$ cat config.mk
export PLATFORM = sky130hd
export DESIGN_NAME = sevenseg_scan_driver
export DESIGN_NICKNAME = d
export VERILOG_FILES = /design/src/rtl/sevenseg_scan_driver.sv
export SDC_FILE = /design/constraint.sdc
export NUM_CORES = 1
export LEC_CHECK = 0
export CORE_MARGIN = 8
export CORE_UTILIZATION = 55
export DETAILED_ROUTE_END_ITERATION = 8
export DONT_BUFFER_PORTS = 1
export GPL_ROUTABILITY_DRIVEN = 0
export PLACE_DENSITY = 0.73
export SKIP_CTS_REPAIR_TIMING = 1
export SYNTH_ARGS = -nofsm -noshare
export SYNTH_HDL_FRONTEND = slang
export SYNTH_SLANG_ARGS = --single-unit
export TNS_END_PERCENT = 100
$ cat constraint.sdc
create_clock -name clk -period 2.1 [get_ports clk]
set_input_delay 0.42 -clock clk [delete_from_list [all_inputs] [get_ports clk]]
set_output_delay 0.42 -clock clk [all_outputs]
set_load 0.02 [all_outputs]
$ cat src/rtl/sevenseg_scan_driver.sv
// Time-multiplexed N-digit 7-segment driver. A shadow digit store is copied to the
// display store at a frame boundary. One anode is scanned at a time with active-low pins.
module sevenseg_scan_driver #(
  parameter int NUM_DIGITS  = 8,
  parameter int REFRESH_DIV = 100000,
  localparam int IDX_W      = $clog2(NUM_DIGITS)
) (
  input  logic                  clk,
  input  logic                  rst_n,
  input  logic                  wr_en,
  input  logic [IDX_W-1:0]      wr_idx,
  input  logic [3:0]            wr_data,
  input  logic                  commit,
  input  logic [NUM_DIGITS-1:0] blank_mask,
  input  logic [NUM_DIGITS-1:0] dp_mask,
  input  logic                  lz_en,
  output logic                  seg_a,
  output logic                  seg_b,
  output logic                  seg_c,
  output logic                  seg_d,
  output logic                  seg_e,
  output logic                  seg_f,
  output logic                  seg_g,
  output logic                  dp,
  output logic [NUM_DIGITS-1:0] an,
  output logic                  frame_start,
  output logic                  commit_pend
);

  localparam int DIV_W = $clog2(REFRESH_DIV);

  logic [DIV_W-1:0]      div;
  logic [IDX_W-1:0]      ptr;
  logic [3:0]            shadow  [NUM_DIGITS];
  logic [3:0]            display [NUM_DIGITS];
  logic                  tick;
  logic                  boundary;
  logic [NUM_DIGITS-1:0] sup;
  logic                  all_zero;
  logic [3:0]            cur_val;
  logic                  cur_dark;
  logic [6:0]            seg_r;

  assign tick     = (div == DIV_W'(REFRESH_DIV - 1));
  assign boundary = tick && (ptr == IDX_W'(NUM_DIGITS - 1));

  // Walk from the leftmost digit down; a digit is suppressed while everything
  // at or above it is zero. Digit 0 is always shown.
  always_comb begin
    all_zero = 1'b1;
    sup      = '0;
    for (int i = NUM_DIGITS - 1; i >= 0; i--) begin
      all_zero = all_zero && (display[i] == 4'h0);
      sup[i]   = lz_en && all_zero && (i != 0);
    end
  end

  assign cur_val  = display[ptr];
  assign cur_dark = blank_mask[ptr] || sup[ptr];

  function automatic logic [6:0] decode(input logic [3:0] v);
    case (v)
      4'h0:    decode = 7'b0000001;
      4'h1:    decode = 7'b1001111;
      4'h2:    decode = 7'b0010010;
      4'h3:    decode = 7'b0000110;
      4'h4:    decode = 7'b1001100;
      4'h5:    decode = 7'b0100100;
      4'h6:    decode = 7'b0100000;
      4'h7:    decode = 7'b0001111;
      4'h8:    decode = 7'b0000000;
      4'h9:    decode = 7'b0000100;
      4'hA:    decode = 7'b0001000;
      4'hB:    decode = 7'b1100000;
      4'hC:    decode = 7'b0110001;
      4'hD:    decode = 7'b1000010;
      4'hE:    decode = 7'b0110000;
      default: decode = 7'b0111000;
    endcase
  endfunction

  always_ff @(posedge clk or negedge rst_n) begin
    if (!rst_n) begin
      div         <= '0;
      ptr         <= '0;
      frame_start <= 1'b0;
      commit_pend <= 1'b0;
      for (int i = 0; i < NUM_DIGITS; i++) begin
        shadow[i]  <= 4'h0;
        display[i] <= 4'h0;
      end
    end else begin
      div         <= tick ? '0 : div + 1'b1;
      frame_start <= boundary;
      if (tick)
        ptr <= (ptr == IDX_W'(NUM_DIGITS - 1)) ? '0 : ptr + 1'b1;
      if (wr_en && (int'(wr_idx) < NUM_DIGITS))
        shadow[wr_idx] <= wr_data;
      // The copy takes the pre-edge shadow, so a write in the same cycle waits for the next commit.
      if (boundary && (commit_pend || commit)) begin
        display     <= shadow;
        commit_pend <= 1'b0;
      end else if (commit) begin
        commit_pend <= 1'b1;
      end
    end
  end

  always_ff @(posedge clk or negedge rst_n) begin
    if (!rst_n) begin
      an    <= '1;
      seg_r <= '1;
      dp    <= 1'b1;
    end else if (cur_dark) begin
      an    <= '1;
      seg_r <= '1;
      dp    <= 1'b1;
    end else begin
      an    <= ~(NUM_DIGITS'(1) << ptr);
      seg_r <= decode(cur_val);
      dp    <= ~dp_mask[ptr];
    end
  end

  assign seg_a = seg_r[6];
  assign seg_b = seg_r[5];
  assign seg_c = seg_r[4];
  assign seg_d = seg_r[3];
  assign seg_e = seg_r[2];
  assign seg_f = seg_r[1];
  assign seg_g = seg_r[0];

endmodule
==> flow_metrics.env <==
export IMPL_final_hold_viol_count=102
export IMPL_diodes=0
export IMPL_crit_type="reg -> reg"
export IMPL_drive_gt1_share_pct=29.0
export IMPL_dieArea_um2=11800
export IMPL_path_clk_slew_ps=100
export IMPL_die_x_um=109
export IMPL_place_area_um2=4890
export IMPL_grt_usage_pct=16.2
export IMPL_fin_tns_setup_ps=0
export IMPL_synth_cells=349
export IMPL_die_h_um=109
export IMPL_htree_num_levels=3
export IMPL_cts_tree="yes"
export IMPL_grt_pass1_vias=2778
export IMPL_port_buffers=0
export IMPL_crit_required_ps=2400
export IMPL_clockRootBuffer="clkbuf_8"
export IMPL_clockBufferDepth=2
export IMPL_yosys_register_bits=102
export IMPL_globalRouteOverflowTotal=0
export IMPL_grt_pass1_wl_um=14700
export IMPL_min_path_type="in -> async"
export IMPL_synth_cell_type_count=45
export IMPL_drcViolationCount=0
export IMPL_synth_avg_cell_area_um2=13.5
export IMPL_power_total_mw=3.45
export IMPL_slew_viol_final=0
export IMPL_drtIter0Drc=109
export IMPL_yosysSeqAreaShare_pct=54.6
export IMPL_routed_wirelength_um=9010
export IMPL_finalCritPeriodShare_pct=95.7
export IMPL_synth_top_area_share_pct=45.7
export IMPL_maxSlewHeadroom_pct=62.1
export IMPL_status="complete, but fails checks"
export IMPL_drv_cap=0
export IMPL_core_area_um2=8260
export IMPL_start_util_pct=57.0
export IMPL_fin_worst_skew_ps=14.6
export IMPL_reg2reg_setup_slack_ps=90
export IMPL_num_vias=2816
export IMPL_violations="negative hold slack"
export IMPL_synth_area_leader_cell="dfrtp_1"
export IMPL_synth_most_common_cell="dfrtp_1"
export IMPL_cp_max_fo=5
export IMPL_synth_async_reset_ratio_pct=100
export IMPL_area_growth_pct=9.03
export IMPL_finalSetupViolations=0
export IMPL_power_density_nw_per_um2=672
export IMPL_postRouteAntennaNets=0
export IMPL_ys_flop_type="dfrtp_1"
export IMPL_synth_area_um2=4710
export IMPL_synth_edf_count=0
export IMPL_grt_max_degree=103
export IMPL_worstMarginPinSlew_ps=564
export IMPL_rsz0062_at_grt="no"
export IMPL_period_needed_ps=2010
export IMPL_final_design_area_no_fill_um2=5130
export IMPL_rows=33
export IMPL_clk_latency_ps=360
export IMPL_hold_slack_ps=-243
export IMPL_dp_hpwl_um=6300
export IMPL_end_kind="flip-flop"
export IMPL_max_freq_mhz=498
export IMPL_ys_warnings_count=0
export IMPL_nets=409
export IMPL_syn_num_nets=390
export IMPL_startpoint_type="flip-flop"
export IMPL_arrival_ps=2310
export IMPL_routed_via_density=5.89
export IMPL_clock_sinks=102
export IMPL_power_leakage_nw=2.27
export IMPL_cts_made_buffers=9
export IMPL_yosys_top_cells_count="86 x dfrtp_1, 40 x mux2_1, 30 x nand2_1"
export IMPL_io_pins=46
export IMPL_drtPass1Iterations=4
export IMPL_nFillCells=627
export IMPL_routedWlPerCell_um=18.8
export IMPL_synth_area_leaders="dfrtp_1 46%, mux2_1 9.6%, dfstp_2 8.9%"
export IMPL_final_util_pct=62.2
export IMPL_antenna_found_initial=0
export IMPL_peakVddDrop_mv=0.383
-- layout make-up --
cell class	instances	area (um2)	share of cell area, %
Multi-Input combinational cell	225	2030	39.5
Inverter	9	35.0	0.682
Clock inverter	5	36.3	0.707
Sequential cell	102	2570	50.1
Tap cell	105	131	2.56
Clock buffer	11	131	2.56
Timing Repair Buffer	21	200	3.90
-- per-layer routing --
metal / GRT usage, % / wire length (um) / share of wire (%) / up-vias
met5: 0 / 0 / 0 / -
met3: 4.76 / 650 / 7.2 / 11
met1: 21.5 / 3920 / 44 / 1437
met4: 5.96 / 139 / 1.5 / 0
li1: - / - / - / 1293
met2: 24.6 / 4300 / 48 / 75
-- sequential cells by signal, indices dropped and copies added, names as in the netlist --
| name | flops |
|---|---|
| shadow | 32 |
| display | 32 |
| an | 8 |
| seg_r | 7 |
| frame_start | 1 |
| div | 17 |
| commit_pend | 1 |
| ptr | 3 |
| dp | 1 |
-- report_power, final --
| group | total (mW) | internal [mW] | switching (mW) |
|---|---|---|---|
| Combinational | 0.162 | 0.114 | 0.0479 |
| Sequential | 2.19 | 2.11 | 0.0754 |
| Clock | 1.10 | 0.435 | 0.667 |
| Total | 3.45 | 2.66 | 0.790 |
-- stage by stage --
step	std cells	setup WS [ps]
detailed placement	457	-2.87
CTS	473	-17.6
global placement	457	69.6
floorplan	349	5.21
global route	478	2.28
finish	478	91.1
-- placed cells by master (no fill, tap or decap), types with 8 or more instances in the layout --
| cell type | instances |
|---|---|
| nand3_1 | 9 |
| mux4_2 | 12 |
| nor4_1 | 8 |
| ha_1 | 11 |
| mux2_2 | 24 |
| nand2_1 | 29 |
| xnor2_1 | 8 |
| clkbuf_8 | 9 |
| buf_4 | 18 |
| dfrtp_1 | 85 |
| nor2_1 | 15 |
| dfstp_2 | 16 |
| mux2_1 | 40 |
-- final timing paths --
check	cells past startpoint	endpoint	from
max	6	seg_r[3]	ptr[1]
min	0	frame_start	rst_n
max reg2reg	6	seg_r[3]	ptr[1]
min reg2reg	1	display[27]	shadow[27]
max in group asynchronous	0	seg_r[5]	rst_n
min in group clk	1	shadow[20]	wr_data[0]
-- worst max-delay path: stages (launching register included) --
cell	delay, ps
dfrtp_2	450
mux4_2	510
mux2_4	310
clkinv_2	60
ha_1	240
o211a_2	260
o21ai_1	120
-- cells by family after synthesis --
| family | synth area share, % |
|---|---|
| compound gates | 3.75 |
| xor+xnor | 2.79 |
| fa+ha+maj | 3.45 |
| buf+inv | 2.84 |
| flops | 54.6 |
| mux | 22.6 |
| simple gates | 9.94 |
Note: power is estimated with default switching activity, not from simulation.
